### src/rtl/edge_detect_multi.sv
// Multi-channel edge detector: per-channel synchroniser, debouncer, edge-selected
// one-cycle pulse and wrapping pulse counter.
module edge_detect_multi #(
    parameter int   CH     = 4,
    parameter int   SYNC   = 2,
    parameter int   DB_CYC = 4,
    parameter int   CNT_W  = 8,
    parameter logic INIT   = 1'b0
) (
    input  logic                  clk,
    input  logic                  rst,
    input  logic [CH-1:0]         y,
    input  logic [1:0]            mode,
    input  logic                  clr,
    output logic [CH-1:0]         level,
    output logic [CH-1:0]         p,
    output logic                  any_p,
    output logic [CH*CNT_W-1:0]   cnt
);

    localparam int              DC_W    = $clog2(DB_CYC) + 1;
    localparam logic [DC_W-1:0] DC_LAST = DC_W'(DB_CYC - 1);

    typedef enum logic [1:0] {
        MODE_RISE = 2'b00,
        MODE_FALL = 2'b01,
        MODE_BOTH = 2'b10,
        MODE_OFF  = 2'b11
    } mode_t;

    mode_t mode_sel;
    logic  rise_en;
    logic  fall_en;

    assign mode_sel = mode_t'(mode);

    always_comb begin
        rise_en = 1'b0;
        fall_en = 1'b0;
        case (mode_sel)
            MODE_RISE: rise_en = 1'b1;
            MODE_FALL: fall_en = 1'b1;
            MODE_BOTH: begin
                rise_en = 1'b1;
                fall_en = 1'b1;
            end
            default: ;
        endcase
    end

    genvar gi;
    generate
        for (gi = 0; gi < CH; gi++) begin : g_ch
            logic [SYNC-1:0]  sync_reg;
            logic             s;
            logic [DC_W-1:0]  dc_reg;
            logic [DC_W-1:0]  dc_next;
            logic             level_reg;
            logic             level_next;
            logic             p_reg;
            logic             p_next;
            logic [CNT_W-1:0] cnt_reg;
            logic [CNT_W-1:0] cnt_next;

            always_ff @(posedge clk or posedge rst) begin
                if (rst) begin
                    sync_reg <= {SYNC{INIT}};
                end else begin
                    sync_reg <= {sync_reg[SYNC-2:0], y[gi]};
                end
            end

            assign s = sync_reg[SYNC-1];

            // Accept a new level only after DB_CYC consecutive differing samples;
            // any sample matching the current level restarts the count.
            always_comb begin
                dc_next    = dc_reg;
                level_next = level_reg;
                p_next     = 1'b0;
                if (s == level_reg) begin
                    dc_next = '0;
                end else if (dc_reg == DC_LAST) begin
                    level_next = s;
                    dc_next    = '0;
                    p_next     = s ? rise_en : fall_en;
                end else begin
                    dc_next = dc_reg + DC_W'(1);
                end
            end

            // Clear wins over a simultaneous pulse.
            always_comb begin
                cnt_next = cnt_reg;
                if (clr) begin
                    cnt_next = '0;
                end else if (p_reg) begin
                    cnt_next = cnt_reg + CNT_W'(1);
                end
            end

            always_ff @(posedge clk or posedge rst) begin
                if (rst) begin
                    dc_reg    <= '0;
                    level_reg <= INIT;
                    p_reg     <= 1'b0;
                    cnt_reg   <= '0;
                end else begin
                    dc_reg    <= dc_next;
                    level_reg <= level_next;
                    p_reg     <= p_next;
                    cnt_reg   <= cnt_next;
                end
            end

            assign level[gi]                 = level_reg;
            assign p[gi]                     = p_reg;
            assign cnt[gi*CNT_W +: CNT_W]    = cnt_reg;
        end
    endgenerate

    assign any_p = |p;

endmodule
### config.mk
export PLATFORM = sky130hd
export DESIGN_NAME = edge_detect_multi
export DESIGN_NICKNAME = d
export VERILOG_FILES = /design/src/rtl/edge_detect_multi.sv
export SDC_FILE = /design/constraint.sdc
export NUM_CORES = 1
export LEC_CHECK = 0
export BUFFER_PORTS_ARGS = -buffer_cell sky130_fd_sc_hd__buf_4
export CAP_MARGIN = 20
export CORE_ASPECT_RATIO = 0.7
export CORE_MARGIN = 3
export CORE_UTILIZATION = 30
export CTS_CLUSTER_DIAMETER = 100
export DETAILED_ROUTE_END_ITERATION = 12
export GPL_TIMING_DRIVEN = 1
export SLEW_MARGIN = 20
export SYNTH_ARGS = -nofsm -noshare
export SYNTH_HDL_FRONTEND = slang
export SYNTH_SLANG_ARGS = --single-unit
### constraint.sdc
create_clock -name clk -period 2.8 [get_ports clk]
set_input_delay 0 -clock clk [delete_from_list [all_inputs] [get_ports clk]]
set_output_delay 0 -clock clk [all_outputs]
set_load 0.05 [all_outputs]
Word level (Yosys, flattened, before mapping):

Cells that the tools add are included.

* add/subtract/negate cells: 8
* eq/ne operators: 10
* muxes and demuxes: 30
* bitwise operators: 4
* reductions and logical operators: 12

Operators with widths (number)
* $mux W8: 8
* $add A8 B1 Y8 const B: 4
* $mux W3: 8
* $mux W1: 14
* $add A3 B1 Y3 const B: 4
* $eq A3 B2 Y1 const B: 4
* $reduce_and A2 Y1: 4
* $reduce_bool A2 Y1: 4
* $eq A1 B1 Y1: 4
* $not A1 Y1: 4
* $reduce_or A2 Y1: 2
* $reduce_or A4 Y1: 1
* $eq A2 B1 Y1 const B: 1
* $eq A2 B2 Y1 const B: 1
* $logic_not A2 Y1: 1

* register bits after elaboration: 60
* word-level logic and storage cells: 84

Logic depth before layout (Yosys ltp):

Gate-level depths: netlist (run 1).

* word-level depth: 6
* depth in mapped cells: 5

Least setup slack after synthesis (run 1):

Ideal clock, no wire load.

* kind: reg-to-reg
* start: reg g_ch[0].cnt_reg[0]
* end: reg g_ch[0].cnt_reg[6]
* library setup time: 0.077 ns
* data arrival time: 1.497 ns
* required time: 2.723 ns
* path slack: 1.226 ns
* cell stages (with the launch flop): 5
* period minus slack after synthesis: 1.574 ns
* cell sequence: dfrtp_1 > ha_1 > nand3_1 > or3_1 > a21oi_1

* word-level cells in the longest chain between the ends: 3

RTL lines
* start, declared: RTL line 62 `logic [CNT_W-1:0] cnt_reg;`
* start signal, assigned: RTL line 112 `cnt_reg <= cnt_next;`
* $add A8 B1 Y8: RTL line 98 `cnt_next = cnt_reg + CNT_W'(1);`
* $mux W8: RTL line 97 `end else if (p_reg) begin`
* $mux W8: RTL line 95 `if (clr) begin`

Every way passes these cells. The select of a mux whose other input is x is not followed.
A chain may end at the register's enable or synchronous reset.

Worst setup path after layout (run 1):

* start: reg g_ch[1].p_reg
* end: out any_p

* word-level cells in the longest chain between the ends: 1

RTL lines
* start, declared: RTL line 60 `logic p_reg;`
* start signal, assigned: RTL line 111 `p_reg <= p_next;`
* $reduce_or A4 Y1: RTL line 122 `assign any_p = |p;`
* end, declared: RTL line 17 `output logic any_p,`

Every way passes these cells.

==> results of run 1 <==
[metal layers]
metal	part of all wire	vias up	wire length, um	GRT usage
met1	0.48	868	2510	0.139
li1	-	907	-	-
met4	0.011	0	56	0.0362
met3	0.056	4	294	0.0505
met5	0	-	0	0
met2	0.46	36	2420	0.171
[placed cells by master, fill, tap and decap left out, drive strengths merged, types with 3 or more instances in the layout]
cell / netlist / layout
a21boi: 3 / 3
a21oi: 13 / 13
buf: 12 / 50
bufinv: 0 / 3
clkbuf: 3 / 12
dfrtp: 60 / 60
dlygate4sd3: 0 / 5
ha: 10 / 10
inv: 3 / 3
mux2: 4 / 4
mux2i: 4 / 4
nand2: 5 / 5
nand3: 8 / 8
nand3b: 8 / 8
nand4: 15 / 15
nor2: 20 / 20
nor2b: 5 / 5
nor3: 3 / 3
nor3b: 7 / 7
o21ai: 12 / 12
or3: 12 / 12
xnor2: 8 / 8
xor2: 12 / 12
[final timing paths]
kind                                        to  slack [ns]  cells past startpoint
min                         g_ch[3].cnt_reg[4]        0.08                      2
max                                      any_p        1.13                      2
max reg2reg                 g_ch[1].cnt_reg[6]        1.46                      4
min in group asynchronous  g_ch[2].sync_reg[1]        0.47                      4
max in group asynchronous   g_ch[3].cnt_reg[2]        1.85                      4
min reg2reg                g_ch[3].sync_reg[1]        0.35                      0
[cells by family (layout without fill, tap and decap cells)]
kind of cell | count (synthesis) | after routing
xor gates and xnor gates | 20 | 20
muxes | 8 | 8
adders and majority gates | 10 | 10
and+or+nand+nor | 86 | 86
buffers and inverters | 18 | 74
AOI/OAI and AO/OA | 28 | 28
DFF | 60 | 60
[through the flow]
| step | setup WS (ns) | util | power, mW | hold slack, ns |
|---|---|---|---|---|
| 2_1_floorplan | 1.23 | - | 1.42 | 0.0314 |
| 3_3_place_gp | 1.44 | 0.373 | 1.49 | 0.110 |
| 3_5_place_dp | 1.47 | 0.373 | 1.51 | 0.111 |
| 4_1_cts | 1.13 | 0.422 | 2.81 | 0.0744 |
| 5_1_grt | 1.08 | 0.422 | 2.90 | 0.0881 |
| 6_report | 1.13 | 0.422 | 2.77 | 0.0754 |
[power groups by stage]
| stage | clock (mW) | sequential (mW) | combinational, mW |
|---|---|---|---|
| after global routing | 1.35 | 1.05 | 0.498 |
| after detailed placement | 0 | 1.05 | 0.455 |
| after CTS | 1.30 | 1.04 | 0.463 |
| after floorplan | 0 | 1.04 | 0.384 |
| after global placement | 0 | 1.05 | 0.446 |
| final | 1.27 | 1.04 | 0.454 |
[cell type report]
class | instances | share of cell area
clock buffers | 12 | 0.0740
repair buffers | 55 | 0.123
multi-input cells | 152 | 0.297
flip-flops and latches | 60 | 0.433
clock inverters | 4 | 0.0274
well taps | 116 | 0.0419
inverters | 3 | 0.00325
==> results by group, run 1 <==
Status
  – Status: finished clean

Power
  – Logic pwr share: 0.164
  – Maximum vdd drop: 0.241 mV
  – Sw frac: 0.257
  – Psw: 0.710 mW
  – Part of the power in registers: 0.376
  – Leak Pwr: 1.59 nW
  – P_int: 2.06 mW
  – Power per standard cell area: 798 nW/um^2
  – Clock network power share: 0.460

CTS
  – Post-CTS setup buffers: 0
  – Root buf cell: clkbuf_16
  – CTS tree: yes
  – CTS buffer count: 9
  – Post-CTS sizing: 0
  – Worst-Skew Late Latency: 0.32 ns
  – Hold_buf cts: 5
  – Clk slew on worst S/H paths: 0.05 ns
  – H-tree levels: 3
  – Clock Sinks: 60
  – CTS Buffer Depth: 2

Timing
  – Final Hold Viols: 0
  – Minimum clock period: 1.67 ns
  – Crit share post-route: 0.595
  – RSZ-0062 raised after global routing: false
  – Final Skew: 0.00587 ns
  – Final Max Tran Viols: 0
  – Finish-stage setup viols: 0
  – Worst-Margin Slew: 0.747 ns
  – Fmax: 0.600 GHz
  – Fin Setup TNS: 0 ns
  – Slew headroom: 0.502

Route
  – Router iterations before antenna repair: 4
  – DRT iter0 DRCs: 87
  – Wire length per cell: 13.1 um
  – Vias/cell: 4.51
  – Antenna Nets Post-Route: 0
  – Final wirelength: 5280 um
  – DR vias: 1815
  – Drt drc: 0

Global routing
  – First-pass GRT wire length: 8890 um
  – Initial antenna violation count: 0
  – Vias in the first global route: 1853
  – Global Route Usage Sum: 0.111
  – Largest net degree at the start of global routing: 61
  – Total gr overflow: 0

Logic synthesis
  – Syn_nets: 249
  – Top-count cell post-synth: dfrtp_1
  – Yosys warnings: 0
  – Synth top area cells: dfrtp_1 (57%), ha_1 (4.7%), xor2_1 (4.0%)
  – Most used DFF post-synth: dfrtp_1
  – Synth Register Bits: 60
  – Synth top cells by count: dfrtp_1 (60), nor2_1 (20), nand4_1 (14), a21oi_1 (13)
  – Cell area after synthesis: 2650 sq um
  – Largest family of logic cells by synthesized area: simple AND/OR/NAND/NOR gates
  – Asr flop ratio synth: 1.00
  – Post-synthesis xor/xnor area fraction: 0.0662
  – Synth cell types: 26
  – Compound-Gate Fraction of Synth Area: 0.0558
  – Synthesized area per cell: 11.5 sq um
  – Post-synthesis adder-cell area fraction: 0.0473
  – Sequential share of the synthesized area: 0.567
  – Cell taking the most area after synthesis: dfrtp_1
  – Simple-Gate Fraction of Synth Area: 0.188
  – Multiplexer area fraction after synthesis: 0.0321
  – Yosys top cell area share: 0.567
  – Post-Synthesis Cells: 230
  – EDFF count, synth: 0

Job
  – Maxcap violations: 0

Worst setup path
  – Largest stage delay, worst path: 0.62 ns
  – Nature of the critical path endpoint: primary output
  – Buf/Inv on CP: 1
  – Top Family by Delay on Critical Path: simple AND/OR/NAND/NOR gates
  – WP data required: 2.80 ns
  – WS Path Type: reg2out
  – CP startpoint: g_ch[1].p_reg
  – Crit path max-delay cell type: or4_1
  – Cell Chain, Critical Path: or4_1 > buf_4
  – Startpoint type of the worst setup path: flip-flop
  – Crit-path max FO: 9
  – Crit Reg-Reg Startpoint: g_ch[1].cnt_reg[0]
  – Arrival time at the worst endpoint: 1.67 ns

Min path
  – Hold Path Class: in2reg
  – Hold_sp: clr

Cells and area
  – Area grow syn2layout: 30.9%
  – N_diodes: 0
  – Register area: 1500 sq um
  – Layout cell share with drive strength beyond 1: 0.252
  – Layout net count: 300
  – Fill count: 790
  – Design Area, Final: 3460 sq um
  – Final std cells w/o fill: 402
  – Max FFs per register: 32
  – Area taken by multi-input logic gates: 1030 sq um

Placed design
  – Global placement routability congestion: 0.749
  – Post-DP Area: 3060 sq um
  – Hpwl dp: 3720 um
  – Port-buffer cells: 49
  – Dpl cells: 381

Die
  – Rows: 27
  – Die Footprint: 10000 sq um
  – Chip Height: 84.6 um
  – Std-Cell Core Area: 8210 sq um
  – I/O pin count: 50
  – Initial core utilization: 0.323
  – Width of the die: 118 um
No activity file was read; power rests on OpenSTA's default activity.
==> run 2, diff against run 1 <==
- ABC_AREA: not set -> 1
- clock period: 2.8 -> 1.65 ns (I/O delays scaled with it)
==> run 2 against run 1 <==
- final cell count increased by 22%
- worst setup slack worse by 0.78 ns
- via count up 14%
- sequential share of layout area shrank 1.2 points
- critical path type unchanged
- routed wire length increased by 5.5%
- design area rose by 2.8%
- synthesized cell count increased by 34%
- highest routed layer unchanged
- largest cell class unchanged
==> results by group, run 2 <==
Timing
  – Minimum clock period: 1.30 ns
  – Crit share post-route: 0.789
  – Final worst slack: 0.348 ns (-0.785 ns)
  – Final Max Tran Viols: 0 (unchanged)
  – Worst-Margin Slew: 0.356 ns (-0.391 ns)
  – Final Skew: 0.00634 ns (+0.000474 ns)
  – RSZ-0062 raised after global routing: false
  – Finish-stage setup viols: 0 (unchanged)
  – Fmax: 0.768 GHz
  – Slew headroom: 0.761 (+0.259)
  – Final Hold Viols: 0 (unchanged)
  – Fin Setup TNS: 0 ns (unchanged)
  – Min Hold Slack: 0.306 ns (+0.230 ns)

CTS
  – Clk slew on worst S/H paths: 0.05 ns (about the same)
  – CTS Buffer Depth: 2 (unchanged)
  – H-tree levels: 3 (unchanged)
  – Worst-Skew Late Latency: 0.32 ns (about the same)
  – Post-CTS sizing: 0 (unchanged)
  – CTS tree: yes
  – Clock Sinks: 60 (unchanged)
  – Root buf cell: clkbuf_16
  – CTS buffer count: 9 (unchanged)

Placed design
  – Hpwl dp: 3990 um (+7.3%)
  – Post-DP Area: 3180 sq um (+3.7%)
  – Global placement routability congestion: 0.817 (+9.0%)
  – Dpl cells: 468 (+23%)
  – Post-place setup slack: 0.440 ns (-1.03 ns)
  – Port-buffer cells: 49 (unchanged)

Worst setup path
  – WP data required: 1.65 ns (-1.15 ns)
  – WS Path Type: reg2out
  – Arrival time at the worst endpoint: 1.30 ns (-0.37 ns)
  – Startpoint type of the worst setup path: flip-flop
  – Crit-path max FO: 7 (-2)
  – Cell Chain, Critical Path: inv_1 > nand4_1 > buf_4
  – Largest stage delay, worst path: 0.45 ns (-0.17 ns)
  – Nature of the critical path endpoint: primary output
  – Crit path max-delay cell type: dfrtp_1

Global routing
  – Vias in the first global route: 2016 (+8.8%)
  – Total gr overflow: 0 (unchanged)
  – First-pass GRT wire length: 9580 um (+7.8%)
  – Largest net degree at the start of global routing: 61 (unchanged)
  – Initial antenna violation count: 0 (unchanged)
  – Global Route Usage Sum: 0.119 (+0.00799)

Die
  – Rows: 28 (+3.7%)
  – Std-Cell Core Area: 8620 sq um (+5.0%)
  – Width of the die: 120 um (+1.1%)
  – Initial core utilization: 0.315 (-0.00791)
  – I/O pin count: 50 (unchanged)
  – Die Footprint: 10200 sq um (+2.3%)
  – Chip Height: 85.5 um (+1.1%)

Logic synthesis
  – Post-Synthesis Cells: 308 (+34%)
  – Synthesized area per cell: 8.80 sq um (-24%)
  – Synth top cells by count: nand2_1 (62), dfrtp_1 (60), nor2_1 (52), inv_1 (36), o21ai_0 (16)
  – Cell area after synthesis: 2710 sq um (+2.4%)
  – Synth cell types: 23 (-12%)
  – Most used DFF post-synth: dfrtp_1
  – Cell taking the most area after synthesis: dfrtp_1
  – Yosys warnings: 0 (unchanged)
  – Syn_nets: 327 (+31%)
  – Synth Register Bits: 60 (unchanged)
  – Top-count cell post-synth: nand2_1
  – Synth top area cells: dfrtp_1 (55%), nand2_1 (8.6%), nor2_1 (7.2%)
  – Asr flop ratio synth: 1.00 (unchanged)
  – Yosys top cell area share: 0.554 (-0.0133)
  – Sequential share of the synthesized area: 0.554 (-0.0133)
  – EDFF count, synth: 0 (unchanged)

Cells and area
  – Post-layout util: 0.413 (-0.00871)
  – Fill count: 870 (+10%)
  – Max FFs per register: 32 (unchanged)
  – N_diodes: 0 (unchanged)
  – Layout cell share with drive strength beyond 1: 0.203 (-0.0490)
  – Most frequent cells in the layout: nand2_1 (62), dfrtp_1 (60), nor2_1 (52)
  – Most common cell after layout, fill and taps aside: nand2_1
  – Final std cells w/o fill: 490 (+22%)
  – Area grow syn2layout: 31.4%
  – Design Area, Final: 3560 sq um (+2.8%)
  – Layout net count: 384 (+28%)
  – Register area: 1500 sq um (unchanged)
  – Area taken by multi-input logic gates: 986 sq um (-4.3%)

Power
  – Power per standard cell area: 1280 nW/um^2 (+61%)
  – Maximum vdd drop: 0.491 mV (+100%)
  – Final Power: 4.57 mW (+65%)
  – Leak Pwr: 1.81 nW (+14%)

Route
  – Vias/cell: 4.24 (-6.1%)
  – DRT iter0 DRCs: 105 (+21%)
  – DR vias: 2078 (+14%)
  – Drt drc: 0 (unchanged)
  – Router iterations before antenna repair: 4 (unchanged)
  – Final wirelength: 5570 um (+5.5%)
  – Antenna Nets Post-Route: 0 (unchanged)
  – Wire length per cell: 11.4 um (-13%)

Job
  – Maxcap violations: 0 (unchanged)

Status
  – Status: finished clean

Min path
  – Hold Path Class: in2async
## run 2: cell count changes in the layout (fill, tap and decap cells not counted), moves of 6 or more
| cell | previous run | this run |
|---|---|---|
| inv_1 | 2 | 35 |
| nand3b_1 | 8 | 0 |
| or3_1 | 12 | 0 |
| nor2_1 | 20 | 52 |
| nand3_1 | 8 | 14 |
| nand4_1 | 14 | 3 |
| nor3_1 | 3 | 13 |
| xor2_1 | 12 | 2 |
| nand2_1 | 5 | 62 |
## run 2: logic make-up after synthesis
logic type      after synthesis  share of synthesized area
compound gates               32                     0.0600
xor+xnor                      5                     0.0162
fa+ha+maj                    10                     0.0461
buf+inv                      48                     0.0826
flops                        60                      0.554
simple gates                153                      0.241
## run 2: cell type report
type                            count  area share
Clock buffer                       10      0.0671
Clock inverter                      6      0.0246
Inverter                           36      0.0379
Multi-Input combinational cell    200       0.277
Sequential cell                    60       0.421
Tap cell                          120      0.0421
Timing Repair Buffer               58       0.130
## run 2: repair_timing
| item | 4_1_cts | 5_1_grt |
|---|---|---|
| hold buffers | 6 | 0 |
| endpoints found under the hold margin | 67 | 0 |
| setup buffers | 0 | 0 |
## run 2: critical path: cells and delay by family, from the launching register on
kind	cells	cell delay [ns]
buffers and inverters	2	0.42
and+or+nand+nor	1	0.11
DFF	1	0.45
## run 2: per-layer routing
metal | vias up | track usage | share of wire
li1 | 1083 | - | -
met1 | 953 | 0.156 | 0.48
met2 | 40 | 0.183 | 0.47
met3 | 2 | 0.0468 | 0.048
met4 | 0 | 0.0343 | 0.0013
met5 | - | 0 | 0
## run 2: worst paths after layout
path                                        to                 from  slack (ns)  cells after the start
hold / removal               g_ch[1].dc_reg[2]                  rst        0.31                      4
min in group clk                 g_ch[0].p_reg              mode[1]        0.31                      5
hold reg to reg            g_ch[3].sync_reg[1]  g_ch[3].sync_reg[0]        0.34                      0
setup reg to reg            g_ch[1].cnt_reg[6]   g_ch[1].cnt_reg[0]        0.44                      6
setup / recovery                         any_p        g_ch[1].p_reg        0.35                      3
max in group asynchronous   g_ch[1].cnt_reg[0]                  rst        1.08                      4
## run 2: power breakdown
part           internal [mW]  switching [mW]
Combinational          0.278           0.541
Sequential              1.63           0.118
Clock                   1.36           0.648
==> run 3, diff against run 2 <==
- clock period: 1.65 -> 1.4 ns (I/O delays scaled with it)
==> run 3 against run 2 <==
- first-iteration DRC count shrank 22%
- sequential power up 18%
- design area grew 2.1%
- clock power increased by 36%
- critical path type unchanged
- largest power group unchanged
==> results by group, run 3 (synthesized netlist as in run 2, its figures left out) <==
Status
  – Status: finished clean

Job
  – Maxcap violations: 0 (unchanged)

CTS
  – Post-CTS setup buffers: 0 (unchanged)
  – H-tree levels: 3 (unchanged)
  – Post-CTS sizing: 0 (unchanged)
  – Worst-Skew Late Latency: 0.32 ns (about the same)
  – Clk slew on worst S/H paths: 0.05 ns (about the same)
  – CTS buffer count: 9 (unchanged)
  – CTS Buffer Depth: 2 (unchanged)
  – CTS tree: yes
  – Root buf cell: clkbuf_16
  – Clock Sinks: 60 (unchanged)

Die
  – Std-Cell Core Area: 8620 sq um (unchanged)
  – Initial core utilization: 0.315 (unchanged)
  – Width of the die: 120 um (unchanged)
  – I/O pin count: 50 (unchanged)
  – Rows: 28 (unchanged)
  – Die Footprint: 10200 sq um (unchanged)
  – Chip Height: 85.5 um (unchanged)

Power
  – Power per standard cell area: 1580 nW/um^2 (+23%)
  – Maximum vdd drop: 0.566 mV (+15%)
  – P_int: 4.22 mW (+29%)
  – Leak Pwr: 1.83 nW (+1.2%)
  – Part of the power in registers: 0.357 (-0.025)
  – Final Power: 5.76 mW (+26%)
  – Sw frac: 0.268 (-0.0183)
  – Logic pwr share: 0.167 (-0.012)
  – Psw: 1.54 mW (+18%)
  – Clock network power share: 0.476 (+0.037)

Worst setup path
  – Arrival time at the worst endpoint: 1.28 ns (-0.02 ns)
  – Largest stage delay, worst path: 0.44 ns (about the same)
  – Crit-path max FO: 6 (-1)
  – WS Path Type: reg2out
  – Startpoint type of the worst setup path: flip-flop
  – Cell Chain, Critical Path: inv_1 > nand4_1 > buf_4
  – Crit path max-delay cell type: dfrtp_1
  – Nature of the critical path endpoint: primary output
  – WP data required: 1.40 ns (-0.25 ns)

Route
  – DRT iter0 DRCs: 82 (-22%)
  – DRT met1 WL: 2640 um (-1.4%)
  – DR vias: 2132 (+2.6%)
  – Final wirelength: 5730 um (+2.9%)
  – Antenna Nets Post-Route: 0 (unchanged)
  – Wire length per cell: 11.6 um (+2.4%)
  – Metal3 WL: 396 um (+48%)
  – Met2 Wirelength: 2650 um (+1.4%)
  – Drt drc: 0 (unchanged)
  – Vias/cell: 4.33 (+2.2%)
  – Router iterations before antenna repair: 4 (unchanged)
  – Top sig layer: met4

Cells and area
  – Design Area, Final: 3640 sq um (+2.1%)
  – Register area: 1510 sq um (+0.50%)
  – Area grow syn2layout: 34.1%
  – Area taken by multi-input logic gates: 986 sq um (unchanged)
  – N_diodes: 0 (unchanged)
  – Post-layout util: 0.422 (+0.00857)
  – Most frequent cells in the layout: nand2_1 (62), dfrtp_1 (54), buf_4 (53)
  – Most common cell after layout, fill and taps aside: nand2_1
  – Fill count: 876 (+0.69%)
  – Layout cell share with drive strength beyond 1: 0.223 (+0.0204)
  – Max FFs per register: 32 (unchanged)
  – Layout net count: 386 (+0.52%)

Min path
  – Hold Path Class: in2reg

Timing
  – Fin Setup TNS: 0 ns (unchanged)
  – Fmax: 0.779 GHz
  – Slew headroom: 0.763 (+0.00177)
  – Crit share post-route: 0.917
  – RSZ-0062 raised after global routing: false
  – Final Hold Viols: 0 (unchanged)
  – Final Max Tran Viols: 0 (unchanged)
  – Worst-Margin Slew: 0.353 ns (-0.00263 ns)
  – Finish-stage setup viols: 0 (unchanged)
  – Min Hold Slack: 0.290 ns (-0.0160 ns)
  – Minimum clock period: 1.28 ns
  – Final Skew: 0.00615 ns (-0.000190 ns)

Placed design
  – Port-buffer cells: 49 (unchanged)
  – Hpwl dp: 4000 um (+0.18%)
  – Global placement routability congestion: 0.798 (-2.4%)
  – Post-DP Area: 3200 sq um (+0.83%)

Global routing
  – Largest net degree at the start of global routing: 61 (unchanged)
  – First-pass GRT wire length: 9520 um (-0.57%)
  – Initial antenna violation count: 0 (unchanged)
  – Global Route Usage Sum: 0.119 (+0.000268)
  – Vias in the first global route: 2052 (+1.8%)
  – Total gr overflow: 0 (unchanged)
==> run 3: metrics by stage <==
| step | worst slack, ns | std cells |
|---|---|---|
| after floorplan | 0.0192 | 308 |
| after global placement | 0.265 | 470 |
| after detailed placement | 0.260 | 470 |
| after CTS | 0.0744 | 492 |
| after global routing | 0.0152 | 492 |
| final | 0.116 | 492 |
==> run 3: area by class of cell <==
cell class                 count  share of cell area
clock buffer                  10              0.0657
inverter                      36              0.0382
sequential                    60               0.415
timing repair buffer          60               0.131
multi-input combinational    200               0.271
tap                          120              0.0413
clock inverter                 6              0.0372
==> run 3: path summary, 6_finish.rpt <==
kind,from,endpoint,slack (ns),depth (start not counted)
worst min register to register,g_ch[2].sync_reg[0],g_ch[2].sync_reg[1],0.35,0
worst max register to register,g_ch[2].cnt_reg[1],g_ch[2].cnt_reg[6],0.25,6
max in group asynchronous,rst,g_ch[1].cnt_reg[1],0.80,4
worst min-delay path,mode[1],g_ch[2].p_reg,0.29,5
min in group asynchronous,rst,g_ch[3].cnt_reg[2],0.32,4
worst max-delay path,g_ch[1].p_reg,any_p,0.12,3
==> run 3: power by group through the flow <==
| stage | clock network [mW] | logic (mW) | registers [mW] |
|---|---|---|---|
| floorplan | 0 | 0.740 | 2.11 |
| global placement | 0 | 0.949 | 2.08 |
| detailed placement | 0 | 0.964 | 2.09 |
| CTS | 2.81 | 0.980 | 2.06 |
| global route | 2.90 | 1.06 | 2.08 |
| finish | 2.74 | 0.962 | 2.06 |
==> run 3: critical path: cells and delay by family (launching register included) <==
kind          cells  cell delay (ns)
simple gates      1             0.12
buf+inv           2             0.40
flops             1             0.44
==> run 3: what timing repair did <==
action / in CTS / in global routing
endpoints found under the setup margin: 0 / 0
hold buffers: 6 / 0
hold endpoints to repair: 67 / 0
==> run 3: routing by layer <==
| layer | up-vias | track usage |
|---|---|---|
| met5 | - | 0 |
| li1 | 1093 | - |
| met2 | 41 | 0.187 |
| met4 | 0 | 0.0364 |
| met1 | 994 | 0.141 |
| met3 | 4 | 0.0659 |
